<file path="src/rtl/dual_issue_scoreboard.sv">
// dual_issue_scoreboard: in-order pair hold buffer, per-register latency
// scoreboard and even/odd dispatch with branch flush and perf counters.
module dual_issue_scoreboard #(
  parameter int unsigned NUM_REGS = 128,
  parameter int unsigned ADDR_W   = 7,
  parameter int unsigned INSTR_W  = 32,
  parameter int unsigned MAX_LAT  = 7,
  parameter int unsigned LAT_W    = $clog2(MAX_LAT + 1),
  parameter int unsigned CNT_W    = 32
) (
  input  logic                clk,
  input  logic                reset,
  input  logic                in_valid,
  output logic                in_ready,
  input  logic                s0_valid,
  input  logic [INSTR_W-1:0]  s0_instr,
  input  logic                s0_pipe,
  input  logic                s0_wr,
  input  logic [ADDR_W-1:0]   s0_rt,
  input  logic [3*ADDR_W-1:0] s0_src,
  input  logic [2:0]          s0_src_en,
  input  logic [LAT_W-1:0]    s0_lat,
  input  logic                s1_valid,
  input  logic [INSTR_W-1:0]  s1_instr,
  input  logic                s1_pipe,
  input  logic                s1_wr,
  input  logic [ADDR_W-1:0]   s1_rt,
  input  logic [3*ADDR_W-1:0] s1_src,
  input  logic [2:0]          s1_src_en,
  input  logic [LAT_W-1:0]    s1_lat,
  input  logic                flush,
  output logic                even_valid,
  output logic                odd_valid,
  output logic [INSTR_W-1:0]  even_instr,
  output logic [INSTR_W-1:0]  odd_instr,
  output logic [CNT_W-1:0]    dual_cnt,
  output logic [CNT_W-1:0]    stall_cnt
);

  localparam int unsigned SRC_W = 3 * ADDR_W;

  // Hold buffer, one entry per slot (index 0 is the older instruction)
  logic [1:0]         pend_q, pend_d;
  logic [INSTR_W-1:0] instr_q [2];
  logic [INSTR_W-1:0] instr_d [2];
  logic [1:0]         pipe_q, pipe_d, wr_q, wr_d;
  logic [ADDR_W-1:0]  rt_q [2];
  logic [ADDR_W-1:0]  rt_d [2];
  logic [SRC_W-1:0]   src_q [2];
  logic [SRC_W-1:0]   src_d [2];
  logic [2:0]         en_q [2];
  logic [2:0]         en_d [2];
  logic [LAT_W-1:0]   lat_q [2];
  logic [LAT_W-1:0]   lat_d [2];

  // Scoreboard countdowns
  logic [LAT_W-1:0]   cnt_q [NUM_REGS];
  logic [LAT_W-1:0]   cnt_d [NUM_REGS];

  logic               even_valid_q, even_valid_d, odd_valid_q, odd_valid_d;
  logic [INSTR_W-1:0] even_instr_q, even_instr_d, odd_instr_q, odd_instr_d;
  logic [CNT_W-1:0]   dual_cnt_q, dual_cnt_d, stall_cnt_q, stall_cnt_d;

  logic [1:0]         rdy;
  logic [LAT_W-1:0]   lat_eff [2];
  logic               pair_ok, iss0, iss1, accept;

  // Per-slot readiness against the scoreboard and effective writeback latency
  always_comb begin
    for (int i = 0; i < 2; i++) begin
      rdy[i] = 1'b1;
      for (int j = 0; j < 3; j++) begin
        if (en_q[i][j] && (cnt_q[src_q[i][j*ADDR_W +: ADDR_W]] != '0)) rdy[i] = 1'b0;
      end
      if (wr_q[i] && (cnt_q[rt_q[i]] != '0)) rdy[i] = 1'b0;
      if (lat_q[i] == '0)                    lat_eff[i] = LAT_W'(1);
      else if (32'(lat_q[i]) > MAX_LAT)      lat_eff[i] = LAT_W'(MAX_LAT);
      else                                   lat_eff[i] = lat_q[i];
    end
  end

  // Issue decision: in order, slot 1 pairs with slot 0 only when hazard-free
  always_comb begin
    pair_ok = (pipe_q[1] != pipe_q[0]);
    if (wr_q[0]) begin
      for (int j = 0; j < 3; j++) begin
        if (en_q[1][j] && (src_q[1][j*ADDR_W +: ADDR_W] == rt_q[0])) pair_ok = 1'b0;
      end
      if (wr_q[1] && (rt_q[1] == rt_q[0])) pair_ok = 1'b0;
    end
    iss0     = !flush && pend_q[0] && rdy[0];
    iss1     = !flush && pend_q[1] && rdy[1] && (!pend_q[0] || (iss0 && pair_ok));
    in_ready = !flush && (!pend_q[0] || iss0) && (!pend_q[1] || iss1);
    accept   = in_valid && in_ready;
  end

  // Hold buffer update: retire issued slots, load a new pair, or drop on flush
  always_comb begin
    pend_d  = pend_q & ~{iss1, iss0};
    instr_d = instr_q;
    pipe_d  = pipe_q;
    wr_d    = wr_q;
    rt_d    = rt_q;
    src_d   = src_q;
    en_d    = en_q;
    lat_d   = lat_q;
    if (flush) begin
      pend_d = '0;
    end else if (accept) begin
      pend_d     = {s1_valid, s0_valid};
      instr_d[0] = s0_instr;  instr_d[1] = s1_instr;
      pipe_d     = {s1_pipe, s0_pipe};
      wr_d       = {s1_wr, s0_wr};
      rt_d[0]    = s0_rt;     rt_d[1]    = s1_rt;
      src_d[0]   = s0_src;    src_d[1]   = s1_src;
      en_d[0]    = s0_src_en; en_d[1]    = s1_src_en;
      lat_d[0]   = s0_lat;    lat_d[1]   = s1_lat;
    end
  end

  // Scoreboard: decrement nonzero counters; an issuing writer reloads its rt
  always_comb begin
    for (int r = 0; r < NUM_REGS; r++) begin
      cnt_d[r] = cnt_q[r];
      if (cnt_q[r] != '0) cnt_d[r] = cnt_q[r] - LAT_W'(1);
      if (iss0 && wr_q[0] && (rt_q[0] == ADDR_W'(r))) cnt_d[r] = lat_eff[0];
      if (iss1 && wr_q[1] && (rt_q[1] == ADDR_W'(r))) cnt_d[r] = lat_eff[1];
    end
  end

  // Pipe output registers and saturating performance counters
  always_comb begin
    even_valid_d = 1'b0;
    odd_valid_d  = 1'b0;
    even_instr_d = even_instr_q;
    odd_instr_d  = odd_instr_q;
    dual_cnt_d   = dual_cnt_q;
    stall_cnt_d  = stall_cnt_q;
    if (iss0) begin
      if (pipe_q[0]) begin odd_valid_d  = 1'b1; odd_instr_d  = instr_q[0]; end
      else           begin even_valid_d = 1'b1; even_instr_d = instr_q[0]; end
    end
    if (iss1) begin
      if (pipe_q[1]) begin odd_valid_d  = 1'b1; odd_instr_d  = instr_q[1]; end
      else           begin even_valid_d = 1'b1; even_instr_d = instr_q[1]; end
    end
    if (iss0 && iss1 && !(&dual_cnt_q)) dual_cnt_d = dual_cnt_q + CNT_W'(1);
    if ((|pend_q) && !iss0 && !iss1 && !flush && !(&stall_cnt_q))
      stall_cnt_d = stall_cnt_q + CNT_W'(1);
  end

  // State registers
  always_ff @(posedge clk or posedge reset) begin
    if (reset) begin
      pend_q <= '0;
      pipe_q <= '0;
      wr_q   <= '0;
      for (int i = 0; i < 2; i++) begin
        instr_q[i] <= '0;
        rt_q[i]    <= '0;
        src_q[i]   <= '0;
        en_q[i]    <= '0;
        lat_q[i]   <= '0;
      end
      for (int r = 0; r < NUM_REGS; r++) cnt_q[r] <= '0;
      even_valid_q <= 1'b0;
      odd_valid_q  <= 1'b0;
      even_instr_q <= '0;
      odd_instr_q  <= '0;
      dual_cnt_q   <= '0;
      stall_cnt_q  <= '0;
    end else begin
      pend_q       <= pend_d;
      pipe_q       <= pipe_d;
      wr_q         <= wr_d;
      instr_q      <= instr_d;
      rt_q         <= rt_d;
      src_q        <= src_d;
      en_q         <= en_d;
      lat_q        <= lat_d;
      cnt_q        <= cnt_d;
      even_valid_q <= even_valid_d;
      odd_valid_q  <= odd_valid_d;
      even_instr_q <= even_instr_d;
      odd_instr_q  <= odd_instr_d;
      dual_cnt_q   <= dual_cnt_d;
      stall_cnt_q  <= stall_cnt_d;
    end
  end

  assign even_valid = even_valid_q;
  assign odd_valid  = odd_valid_q;
  assign even_instr = even_instr_q;
  assign odd_instr  = odd_instr_q;
  assign dual_cnt   = dual_cnt_q;
  assign stall_cnt  = stall_cnt_q;

endmodule

</file>
<file path="config.mk">
export PLATFORM = sky130hd
export DESIGN_NAME = dual_issue_scoreboard
export DESIGN_NICKNAME = d
export VERILOG_FILES = /design/src/rtl/dual_issue_scoreboard.sv
export SDC_FILE = /design/constraint.sdc
export NUM_CORES = 2
export LEC_CHECK = 0
export BUFFER_PORTS_ARGS = -buffer_cell sky130_fd_sc_hd__buf_4
export CAP_MARGIN = 20
export CORE_MARGIN = 2
export CORE_UTILIZATION = 35
export CTS_BUF_LIST = sky130_fd_sc_hd__clkbuf_16
export DETAILED_ROUTE_END_ITERATION = 8
export PLACE_DENSITY = 0.57
export SLEW_MARGIN = 20
export SYNTH_ARGS = -nofsm -noshare
export SYNTH_HDL_FRONTEND = slang
export SYNTH_SLANG_ARGS = --single-unit
</file>
<file path="constraint.sdc">
create_clock -name clk -period 38.7 [get_ports clk]
set_input_delay 7.74 -clock clk [delete_from_list [all_inputs] [get_ports clk]]
set_output_delay 7.74 -clock clk [all_outputs]
set_load 0.05 [all_outputs]
</file>
==> out/metrics.cfg <==
[setup_path]
crit_path_frequent_cell=buf_4
cp.required_ps=30960
path_cells=buf_4 > nor2b_1 > o2111a_1 > nand3b_1 > or3_4 > nand2_1 > and3_1 > buf_4
startpoint_type=input pin
cp_slowest_cell=or3_4
critical_path.max_stage_delay_ps=650
endpoint_kind=output pin
criticalPathCategory=input pin to output pin
arrival_ps=9910
cp_max_fo=20
path_buf_inv=2
crit_family=simple AND/OR/NAND/NOR gates
reg2reg_depth=14
rr_startpoint=rt_q[9]
worst-r2r-setup-slack_ps=31030
rr_endpoint=cnt_q[371]

[drt]
top_layer=met5
dr_wl_met3_mm=34.3
drtAntennaViolNets=0
wl_mm=304
dr.first_iter.drc_count=7788
wire_per_inst_um=35.3
met1_length_mm=118
drtPass1Iterations=8
avgViaCountPerCell=6.54
vias=56200
wl_met2_mm=128
drc=0

[place]
port_buffers=272
placed_cells=8398
gp_congestion=1.06
hpwlAfterDp_mm=211
dp_slack_ps=21110

[sta]
worstMarginPinSlew_ps=1280
fin_crit_sh=0.456
rsz0062_at_grt=false
max_freq_mhz=56.7
timing.final.ws_setup_ps=21050
setup_viol=0
report.final.slew_viol_count=0
holdWs_ps=489
finalSetupTns_ps=0
skew_ps=56.3
hold_viol=0
min_period_ps=17650
maxSlewHeadroom=0.139

[grt]
grt_use_total=0.351
grt_pass1_vias=53400
antenna_found_initial=35
grt_max_degree=153
grt_first_pass_wirelength_mm=420
grt_overflow=0

[floorplanning]
die-height_um=410
die_area_um2=168000
start_util=0.353
fp.dieW_um=410
rows=148
core_area_um2=163000
io_pins=273

[clock_tree]
cts_buffers=84
clock-root-buffer=clkbuf_16
hold_buffers=0
tritoncts=done
htree_levels=3
postCtsSetupRepairBufs=0
cts_resized=0
cts_buffer_depth=3
path_clk_slew_ps=60
insertion_delay_ps=760
clock_sinks=652

[yosys]
yosys_warnings=0
ys_top_cells_by_area=dfrtp_1 28%, mux2i_1 11%, mux4_2 9.3%, ha_1 5.6%, mux2_2 5.3%
yosysTopAreaCellShare=0.283
ys_ff_latch=652
synth_ff_type=dfrtp_1
netlist_instances=6301
synth_edf_count=0
ys_seq_area_frac=0.283
syn-num-nets=6701
netlist_area_um2=57700
synthArstFlopShare=1.00
syn_area_per_cell_um2=9.15
ys_types=94
netlist.top_cell.by_area=dfrtp_1

[cells_and_area]
fin_cells=8588
seqCellArea_um2=16400
fin_nets=6710
layout-drive-gt1-share=0.193
area_growth_pct=12.0
multiInputGateArea_um2=38000
nFillCells=16300

[worst_hold_path]
holdPathStages=1
hold_start=stall_cnt[8]
min_path_type=register to register
min_to=stall_cnt[8]

[power_and_ir_drop]
power_leakage_nw=27.4
power_density_nw_per_um2=104
ir_worst_vdd_mv=0.101
total_power_mw=6.74

[outcome]
status=completed

[run]
maxCapViolCount=0

## through the flow
step / cell area [um2] / utilization
after floorplan: 57700 / -
after global placement: 61700 / 0.378
after detailed placement: 61800 / 0.379
after CTS: 64500 / 0.395
after global routing: 64500 / 0.395
final: 64600 / 0.396
## final cells by class
cell class                 count  share of cell area
sequential                   652               0.253
multi-input combinational   4796               0.589
tap                         2175              0.0421
clock inverter                71             0.00938
antenna                       34             0.00132
timing repair buffer         450              0.0533
clock buffer                  84              0.0326
inverter                     326              0.0191
## synthesized netlist by cell type, types with 25 or more instances
| master | n |
|---|---|
| ha_1 | 258 |
| a22o_1 | 39 |
| and3_1 | 86 |
| nor3_1 | 298 |
| a2111oi_0 | 34 |
| nand2_1 | 297 |
| nor2_1 | 698 |
| nand2b_1 | 103 |
| o31ai_1 | 29 |
| inv_1 | 316 |
| a21oi_1 | 401 |
| nand4_1 | 133 |
| nor2b_1 | 69 |
| dfrtp_1 | 652 |
| or3_1 | 78 |
| clkbuf_1 | 309 |
| xnor2_1 | 134 |
| a211oi_1 | 91 |
| buf_1 | 56 |
| o21ai_0 | 140 |
| buf_2 | 130 |
| mux4_2 | 237 |
| xor2_1 | 35 |
| o211ai_1 | 25 |
| nor4_1 | 153 |
| mux2i_1 | 661 |
| nand3_1 | 71 |
| mux2_2 | 273 |
| a31oi_1 | 39 |
## layer usage
layer,global-route usage,up-vias
li1,-,23200
met1,0.445,28100
met2,0.506,3802
met3,0.108,999
met4,0.243,22
met5,0.00374,-
## worst max path at each step
stage | from | slack (ps) | depth (start not counted) | to
2_1_floorplan | reset | 12690 | 1 | cnt_q[0]
3_3_place_gp | flush | 21190 | 8 | in_ready
3_5_place_dp | flush | 21110 | 8 | in_ready
4_1_cts | flush | 21100 | 8 | in_ready
5_1_grt | flush | 21020 | 8 | in_ready
6_report | flush | 21050 | 8 | in_ready
## state kept, by name, indices dropped and copies added, names as in the netlist
signal,count
cnt_q,384
dual_cnt,32
en_q,6
even_instr,32
even_valid,1
instr_q,64
lat_q,6
odd_instr,32
odd_valid,1
pend_q,2
pipe_q,2
rt_q,14
src_q,42
stall_cnt,32
wr_q,2
## cells by family after synthesis
logic type / share of synthesized area
compound gates: 0.121
xor+xnor: 0.0257
fa+ha+maj: 0.0560
buf+inv: 0.0609
flops: 0.283
mux: 0.261
simple gates: 0.193
## power by group
group	leakage [nW]	switching [mW]	total (mW)	internal (mW)
registers	7.80	0.690	1.69	1.00
logic	18.2	2.70	4.26	1.56
clock network	1.40	0.356	0.790	0.434
## cell usage in the layout (no fill, tap or decap), drive strengths merged, types with 39 or more instances in the layout
master,n
a211oi,92
a21oi,401
a22o,39
a31oi,40
and3,86
buf,450
clkbuf,84
clkinv,47
dfrtp,652
ha,258
inv,343
mux2,273
mux2i,661
mux4,237
nand2,297
nand2b,103
nand3,81
nand4,133
nor2,699
nor2b,69
nor3,303
nor4,189
o21ai,140
or3,78
xnor2,134
No activity file was read; power rests on OpenSTA's default activity.
